===== src/rtl/nn_layer_pkg.sv =====
// nn_layer_pkg: shared FSM state type and signed saturating/alignment helpers for layer datapaths
package nn_layer_pkg;
  typedef enum logic [1:0] {IDLE, PRELOAD, ACCUM, HOLD} state_t;
  function automatic logic signed [63:0] sat_add(input logic signed [63:0] a, input logic signed [63:0] b, input int w);
    logic signed [63:0] s, mx, mn;
    s = a + b;
    mx = (64'sd1 <<< (w - 1)) - 64'sd1;
    mn = -(64'sd1 <<< (w - 1));
    return (s > mx) ? mx : ((s < mn) ? mn : s);
  endfunction
  function automatic logic signed [63:0] sext_shl(input logic signed [63:0] v, input int sh);
    return v <<< sh;
  endfunction
endpackage


===== src/rtl/sat_acc_lane.sv =====
// sat_acc_lane: one channel accumulator with preload, signed saturating add and optional ReLU output (BIAS_ACC_RELU_EN)
module sat_acc_lane
  import nn_layer_pkg::*;
#(
  parameter int SIZE = 16
) (
  input  logic                   clk,
  input  logic                   reset,
  input  logic                   i_load,
  input  logic signed [SIZE-1:0] i_load_val,
  input  logic                   i_add,
  input  logic signed [SIZE-1:0] i_in,
  output logic        [SIZE-1:0] o_data
);
  logic signed [SIZE-1:0] r_acc;
  // preload has priority; otherwise add an accepted beat with clamping at the signed range
  always_ff @(posedge clk)
    if (reset) r_acc <= '0;
    else if (i_load) r_acc <= i_load_val;
    else if (i_add) r_acc <= SIZE'(sat_add(64'(r_acc), 64'(i_in), SIZE));
`ifdef BIAS_ACC_RELU_EN
  assign o_data = r_acc[SIZE-1] ? '0 : r_acc;
`else
  assign o_data = r_acc;
`endif
endmodule


===== src/rtl/bias_accumulator_array.sv =====
// bias_accumulator_array: bias preload + NUM_BEATS saturating accumulations per run, result under valid/ready (ReLU via BIAS_ACC_RELU_EN)
module bias_accumulator_array
  import nn_layer_pkg::*;
#(
  parameter int    NUM_CH     = 20,
  parameter int    SIZE       = 16,
  parameter int    BIAS_SIZE  = 8,
  parameter int    BIAS_SHIFT = 0,
  parameter int    NUM_BEATS  = 16,
  parameter string BIAS_FILE  = "",
  localparam int   CW         = (NUM_CH > 1) ? $clog2(NUM_CH) : 1
) (
  input  logic                   clk,
  input  logic                   reset,
  input  logic                   start,
  output logic                   busy,
  input  logic                   in_valid,
  output logic                   in_ready,
  input  logic [NUM_CH*SIZE-1:0] in_data,
  input  logic                   bias_wr_en,
  input  logic [CW-1:0]          bias_wr_addr,
  input  logic [BIAS_SIZE-1:0]   bias_wr_data,
  output logic                   out_valid,
  input  logic                   out_ready,
  output logic [NUM_CH*SIZE-1:0] out_data
);
  localparam int NW = (NUM_BEATS > 1) ? $clog2(NUM_BEATS) : 1;
  state_t r_state, w_next;
  logic [NW-1:0] r_cnt;
  logic w_load, w_beat, w_last;
  logic signed [BIAS_SIZE-1:0] r_bias [NUM_CH] = '{default: '0};
  // bias store: writable in any state, out-of-range addresses dropped, never reset
  always_ff @(posedge clk)
    if (bias_wr_en && 32'(bias_wr_addr) < NUM_CH) r_bias[bias_wr_addr] <= bias_wr_data;
  // state register and beat counter
  always_ff @(posedge clk)
    if (reset) begin
      r_state <= IDLE;
      r_cnt   <= '0;
    end else begin
      r_state <= w_next;
      r_cnt   <= w_load ? '0 : (w_beat ? r_cnt + 1'b1 : r_cnt);
    end
  // next state and handshake outputs
  always_comb begin
    w_load    = r_state == PRELOAD;
    in_ready  = r_state == ACCUM;
    out_valid = r_state == HOLD;
    busy      = w_load || in_ready;
    w_beat    = in_ready && in_valid;
    w_last    = r_cnt == NW'(NUM_BEATS - 1);
    w_next    = (r_state == IDLE)    ? (start ? PRELOAD : IDLE) :
                (r_state == PRELOAD) ? ACCUM :
                (r_state == ACCUM)   ? ((w_beat && w_last) ? HOLD : ACCUM) :
                (out_ready ? (start ? PRELOAD : IDLE) : HOLD);
  end
  for (genvar i = 0; i < NUM_CH; i++) begin : g_lane
    sat_acc_lane #(.SIZE(SIZE)) u_lane (
      .clk        (clk),
      .reset      (reset),
      .i_load     (w_load),
      .i_load_val (SIZE'(sext_shl(64'(r_bias[i]), BIAS_SHIFT))),
      .i_add      (w_beat),
      .i_in       (in_data[i*SIZE +: SIZE]),
      .o_data     (out_data[i*SIZE +: SIZE])
    );
  end
endmodule


===== config.mk =====
export PLATFORM = sky130hd
export DESIGN_NAME = bias_accumulator_array
export DESIGN_NICKNAME = d
export VERILOG_FILES = /design/src/rtl/nn_layer_pkg.sv /design/src/rtl/sat_acc_lane.sv /design/src/rtl/bias_accumulator_array.sv
export SDC_FILE = /design/constraint.sdc
export NUM_CORES = 1
export LEC_CHECK = 0
export BUFFER_PORTS_ARGS = -buffer_cell sky130_fd_sc_hd__buf_2
export CAP_MARGIN = 40
export CELL_PAD_IN_SITES_DETAIL_PLACEMENT = 0
export CELL_PAD_IN_SITES_GLOBAL_PLACEMENT = 1
export CORE_MARGIN = 2
export CORE_UTILIZATION = 45
export CTS_CLUSTER_SIZE = 10
export DETAILED_ROUTE_END_ITERATION = 10
export PLACE_DENSITY = 0.95
export SLEW_MARGIN = 40
export SYNTH_ARGS = -nofsm -noshare
export SYNTH_HDL_FRONTEND = slang
export SYNTH_SLANG_ARGS = --single-unit

===== constraint.sdc =====
create_clock -name clk -period 6.4 [get_ports clk]
set_clock_uncertainty 0.15 [all_clocks]
set_input_delay 0.64 -clock clk [delete_from_list [all_inputs] [get_ports clk]]
set_output_delay 0.64 -clock clk [all_outputs]
set_load 0.02 [all_outputs]

== After elaboration in Yosys (flattened, before gate mapping) ==
Memory sizes are Yosys's and may differ from the RTL's.
Cells that the tools add are included.

* Register bits after elaboration: 326
* RAM bits: 160
* Bits of input ports: 339
* Output and inout bits: 323
* Memories: 1

{| class="wikitable"
|+ Memory list
! name !! words !! bits a word !! read ports !! clocked after memory_dff !! wr ports !! line !! text
|-
| r_bias || 20 || 8 || 20 || 0 || 1 || bias_accumulator_array.sv:31 || <nowiki>logic signed [BIAS_SIZE-1:0] r_bias [NUM_CH] = '{default: '0};</nowiki>
|}

* $add $sub $neg: 21
* Magnitude comparators: 41
* Equal/unequal tests: 4
* Mux-type cells: 88
* Reductions and logical operators: 7

{| class="wikitable"
|+ Operators with widths
! cell !! number
|-
| $mux 16 || 80
|-
| $add 16x16->17 || 20
|-
| $gt 17x16->1 const B || 20
|-
| $lt 17x16->1 const B || 20
|-
| $mux 2 || 4
|-
| $lt 5x5->1 const B || 1
|-
| $add 4x1->4 const B || 1
|-
| $eq 2x2->1 const B || 2
|-
| $eq 4x4->1 const B || 1
|-
| $mux 1 || 4
|-
| $logic_and 1x1->1 || 3
|-
| $eq 2x1->1 const B || 1
|-
| $logic_not 2->1 || 1
|-
| $reduce_bool 2->1 || 1
|-
| $reduce_or 2->1 || 1
|-
| $logic_or 1x1->1 || 1
|}

== Logic depth before layout (Yosys ltp) ==
* Depth in word-level cells: 7
* Mapped depth: 14
* Gate-level depth less buffers: 12

== Hierarchy ==
A second synthesis with hierarchy kept.

* Cells, all modules: 4422
* Area total of the unflattened synthesis: 38371.8 µm²

{| class="wikitable"
|+ By module, submodules not included
! module !! instances !! cells each !! area each (µm²) !! sequential area each (µm²)
|-
| sat_acc_lane at g_lane[12].u_lane ... || 14 || 200 || 1614.0 || 320.3
|-
| sat_acc_lane at g_lane[0].u_lane ... || 5 || 237 || 1774.2 || 320.3
|-
| bias_accumulator_array || 1 || 225 || 5273.8 || 4924.7
|-
| sat_acc_lane at g_lane[11].u_lane || 1 || 212 || 1630.3 || 320.3
|}

== Least setup slack after synthesis ==
Ideal clock, no wire load.

* Kind: input port to flip-flop
* Start: input in_data[224]
* End: register g_lane[14].u_lane.r_acc[6]
* Setup time: 115 ps
* Arrival: 3119 ps
* Slack: 3017 ps
* Stages on the path: 14
* Buffers on the path: 2
* Cell sequence: ha_1 -> inv_1 -> fa_1 -> nand2b_1 -> a21oi_1 -> o21a_1 -> a21oi_1 -> nand2b_1 -> a221oi_1 -> or2_1 -> buf_2 -> buf_6 -> nand2_1 -> a2111oi_0

* Word-level cells in the longest chain between the ends: 6

{| class="wikitable"
|+ RTL lines
! element !! line !! text
|-
| start, declared || bias_accumulator_array.sv:19 || <nowiki>input logic [NUM_CH*SIZE-1:0] in_data,</nowiki>
|-
| $add 16x16->17 (*) || nn_layer_pkg.sv:6 || <nowiki>s = a + b;</nowiki>
|-
| $lt 17x16->1 || nn_layer_pkg.sv:9 || <nowiki>return (s > mx) ? mx : ((s < mn) ? mn : s);</nowiki>
|-
| $mux 16 || nn_layer_pkg.sv:9 ||
|-
| $mux 16 (*) || nn_layer_pkg.sv:9 ||
|-
| $mux 16 (*) || sat_acc_lane.sv:20 || <nowiki>else if (i_add) r_acc <= SIZE'(sat_add(64'(r_acc), 64'(i_in), SIZE));</nowiki>
|-
| $mux 16 (*) || sat_acc_lane.sv:19 || <nowiki>else if (i_load) r_acc <= i_load_val;</nowiki>
|-
| end signal, assigned || sat_acc_lane.sv:19 ||
|-
| end signal, assigned || sat_acc_lane.sv:20 ||
|-
| end, declared || sat_acc_lane.sv:15 || <nowiki>logic signed [SIZE-1:0] r_acc;</nowiki>
|}

Mark *: on every way between the ends. The rest lies on a longest branch, timed or not. The select of a mux whose other input is x is not followed.
A chain may end at the register's enable or synchronous reset.

== Final worst setup path ==
* Start: register g_lane[9].u_lane.r_acc[0]
* End: register g_lane[9].u_lane.r_acc[3]

* Word-level cells in the longest chain between the ends: 6

{| class="wikitable"
|+ RTL lines
! element !! line
|-
| start, declared || sat_acc_lane.sv:15
|-
| start signal, assigned || sat_acc_lane.sv:19
|-
| start signal, assigned || sat_acc_lane.sv:20
|-
| $add 16x16->17 (*) || nn_layer_pkg.sv:6
|-
| $lt 17x16->1 || nn_layer_pkg.sv:9
|-
| $mux 16 || nn_layer_pkg.sv:9
|-
| $mux 16 (*) || nn_layer_pkg.sv:9
|-
| $mux 16 (*) || sat_acc_lane.sv:20
|-
| $mux 16 (*) || sat_acc_lane.sv:19
|}

Marks and branches as above.

==> out/qor.txt <==
Top_reg_cell synth - dfxtp_1
Post-synthesis sequential area ratio - 0.346
Largest family of logic cells by synthesized area - compound AO/OA/AOI/OAI gates
Maximum clock path buffer count - 3
Critical Path AT - 4.21 ns
Post-synth top area cell - dfxtp_1
Final ANT Viol Nets - 0
Yosys warns - 0
Mapped Cells - 3803
Post-CTS sizing - 0
Final nets - 5087
Fin. Hold Viols - 0
DRC - 0
Fraction of layout cells with a size suffix above 1 - 0.188
Worst path required time - 6.75 ns
Final WS setup - 2.54 ns
Yosys cell types - 89
Fillcell total - 6713
Post-CTS Hold Fix Bufs - 0
Simple-gate share of the synthesized area - 0.157
Post-synth top cells - a21oi_1, nor2_1, dfxtp_1
Initial drt markers - 2344
Fin crit period - 3.86 ns
Status - completed
Worst Setup Start Kind - register
Total negative slack - 0 ns
Final GP Congestion - 0.947
Initial antenna violation count - 25
Share of the synthesized area in the top cell type - 0.199
Post-Syn Area per Cell - 8.60 um2
Gr ovfl total - 0
Final worst path period share - 0.603
Vias in the first global route - 29900
Tightest Pin Transition - 0.920 ns
DRT Pass-1 Iters - 5
Multi-input logic area - 20400 um2
Synthesis-to-finish area growth - 18.6%
Post-CTS Setup Bufs - 0
Routed vias - 31500
HP Class - in -> reg
Crit Path Max Fanout - 14
VDD IR-drop max - 218 uV
Largest cells by area after synthesis - dfxtp_1, edfxtp_1, ha_1, a21oi_1, o21ai_0
F_max - 259 MHz
H-Tree Depth - 2
Via/cell ratio - 5.81
IO Count - 662
Largest net degree at the start of global routing - 124
Final Setup Violations - 0
Core area - 71700 um2
Hpwl dp - 82000 um
Final slew viol count - 0
Post-synth EDFFs - 160
Initial Util - 0.456
Synth Area in Compound Gates - 0.262
RSZ-0062 raised after global routing - no
Detailed Route WL - 111000 um
CTS buffer count - 59
Syn nets - 4487
All-Layer GR Usage - 0.282
Maxcap violations - 0
Leak - 17.6 nW
Clock slew at reported path FFs - 0.06 ns
Post-synthesis mux area share - 0.00375
Port bufs - 661
Die W - 274 um
Clock Sinks - 486
Max_slew headroom - 0.387
CP endpoint kind - register
Row Count - 98
Place WS - 2.24 ns
Die area - 74900 um2
Power Density - 278 nW/um2
Netlist Area Pre-Place - 32700 um2
Clk_lat worst skew - 0.63 ns
Routed WL per cell - 20.5 um
First-pass GRT wire length - 168000 um
Yosys reg bits - 486
Critical path type - reg -> reg
Adder and majority gate portion of the synthesized area - 0.137
CTS tree - built
Count leader, synth - a21oi_1
Synth async-reset ratio - 0
Overall die height - 274 um
CTS root buf - clkbuf_16
Reg area - 11300 um2
XOR/XNOR Fraction of Synth Area - 0.0600
-- worst max-delay path: stages, from the launching register on --
cell       delay (ns)
dfxtp_1          0.38
ha_1             0.20
inv_1            0.06
fa_1             0.40
nor2b_1          0.12
o21ai_0          0.11
a21boi_1         0.27
o22a_1           0.26
a211o_1          0.23
a41oi_2          0.20
mux2i_2          0.73
nand2_1          0.13
a2111oi_0        0.47
-- area by class of cell --
cell class / count / share of cell area
multi-input combinational: 3029 / 0.524
clock inverter: 9 / 0.00152
inverter: 148 / 0.0144
timing repair buffer: 679 / 0.0902
sequential: 486 / 0.292
clock buffer: 100 / 0.0457
antenna: 17 / 0.00110
tap: 950 / 0.0306
-- state kept, by name (all words and copies together), names as in the netlist --
| name | cells |
|---|---|
| g_lane.u_lane.o_data | 320 |
| r_bias | 160 |
| r_cnt | 4 |
| r_state | 2 |
-- power by group --
part           switching, mW  internal [mW]
clock network           1.37           1.87
registers              0.267           3.44
logic                   2.34           1.51
total                   3.98           6.82
-- metrics by stage --
stage	instance area [um2]	hold slack [ns]	instances	power (mW)	utilization
CTS	38700	0.0815	5400	10.8	0.540
detailed placement	36900	0.334	5291	7.56	0.514
floorplan	32700	0.303	3803	6.46	-
global placement	36800	0.335	5290	7.52	0.514
finish	38800	0.115	5418	10.8	0.541
global route	38800	0.0925	5410	11.4	0.541
-- final timing paths --
check | start | end | slack, ns | depth (start not counted)
setup / recovery | g_lane[9].u_lane.o_data[0] | g_lane[9].u_lane.o_data[3] | 2.54 | 12
hold / removal | out_ready | r_state[1] | 0.11 | 2
setup reg to reg | g_lane[9].u_lane.o_data[0] | g_lane[9].u_lane.o_data[3] | 2.54 | 12
hold reg to reg | r_bias[4][1] | g_lane[4].u_lane.o_data[1] | 0.36 | 2
-- per-layer routing --
metal  GRT usage  wire length (um)  vias to the layer above
met1       0.358             46700                    14900
met4       0.113              4260                       20
li1            -                 -                    15300
met3      0.0499              7170                      244
met2       0.474             52800                     1083
met5           0               126                        -
-- cells in the final DEF, fill, tap and decap left out, types with 111 or more instances in the layout --
cell type | Yosys | layout
inv_1 | 148 | 147
nor3_1 | 122 | 120
xnor2_1 | 168 | 168
ha_1 | 325 | 324
o21ai_0 | 315 | 315
a21oi_1 | 402 | 401
nand2_1 | 297 | 295
edfxtp_1 | 160 | 160
buf_2 | 15 | 659
nor2_1 | 364 | 353
a21o_1 | 111 | 111
dfxtp_1 | 326 | 326
-- kinds of logic (layout without fill, tap and decap cells) --
kind of cell               Yosys count  after routing
AOI/OAI and AO/OA                 1337           1337
xor gates and xnor gates           224            224
adders and majority gates          346            346
buffers and inverters              288            936
DFF                                486            486
muxes                               11             11
other                                0             17
and+or+nand+nor                   1111           1111
(Power assumes the default switching activity.)
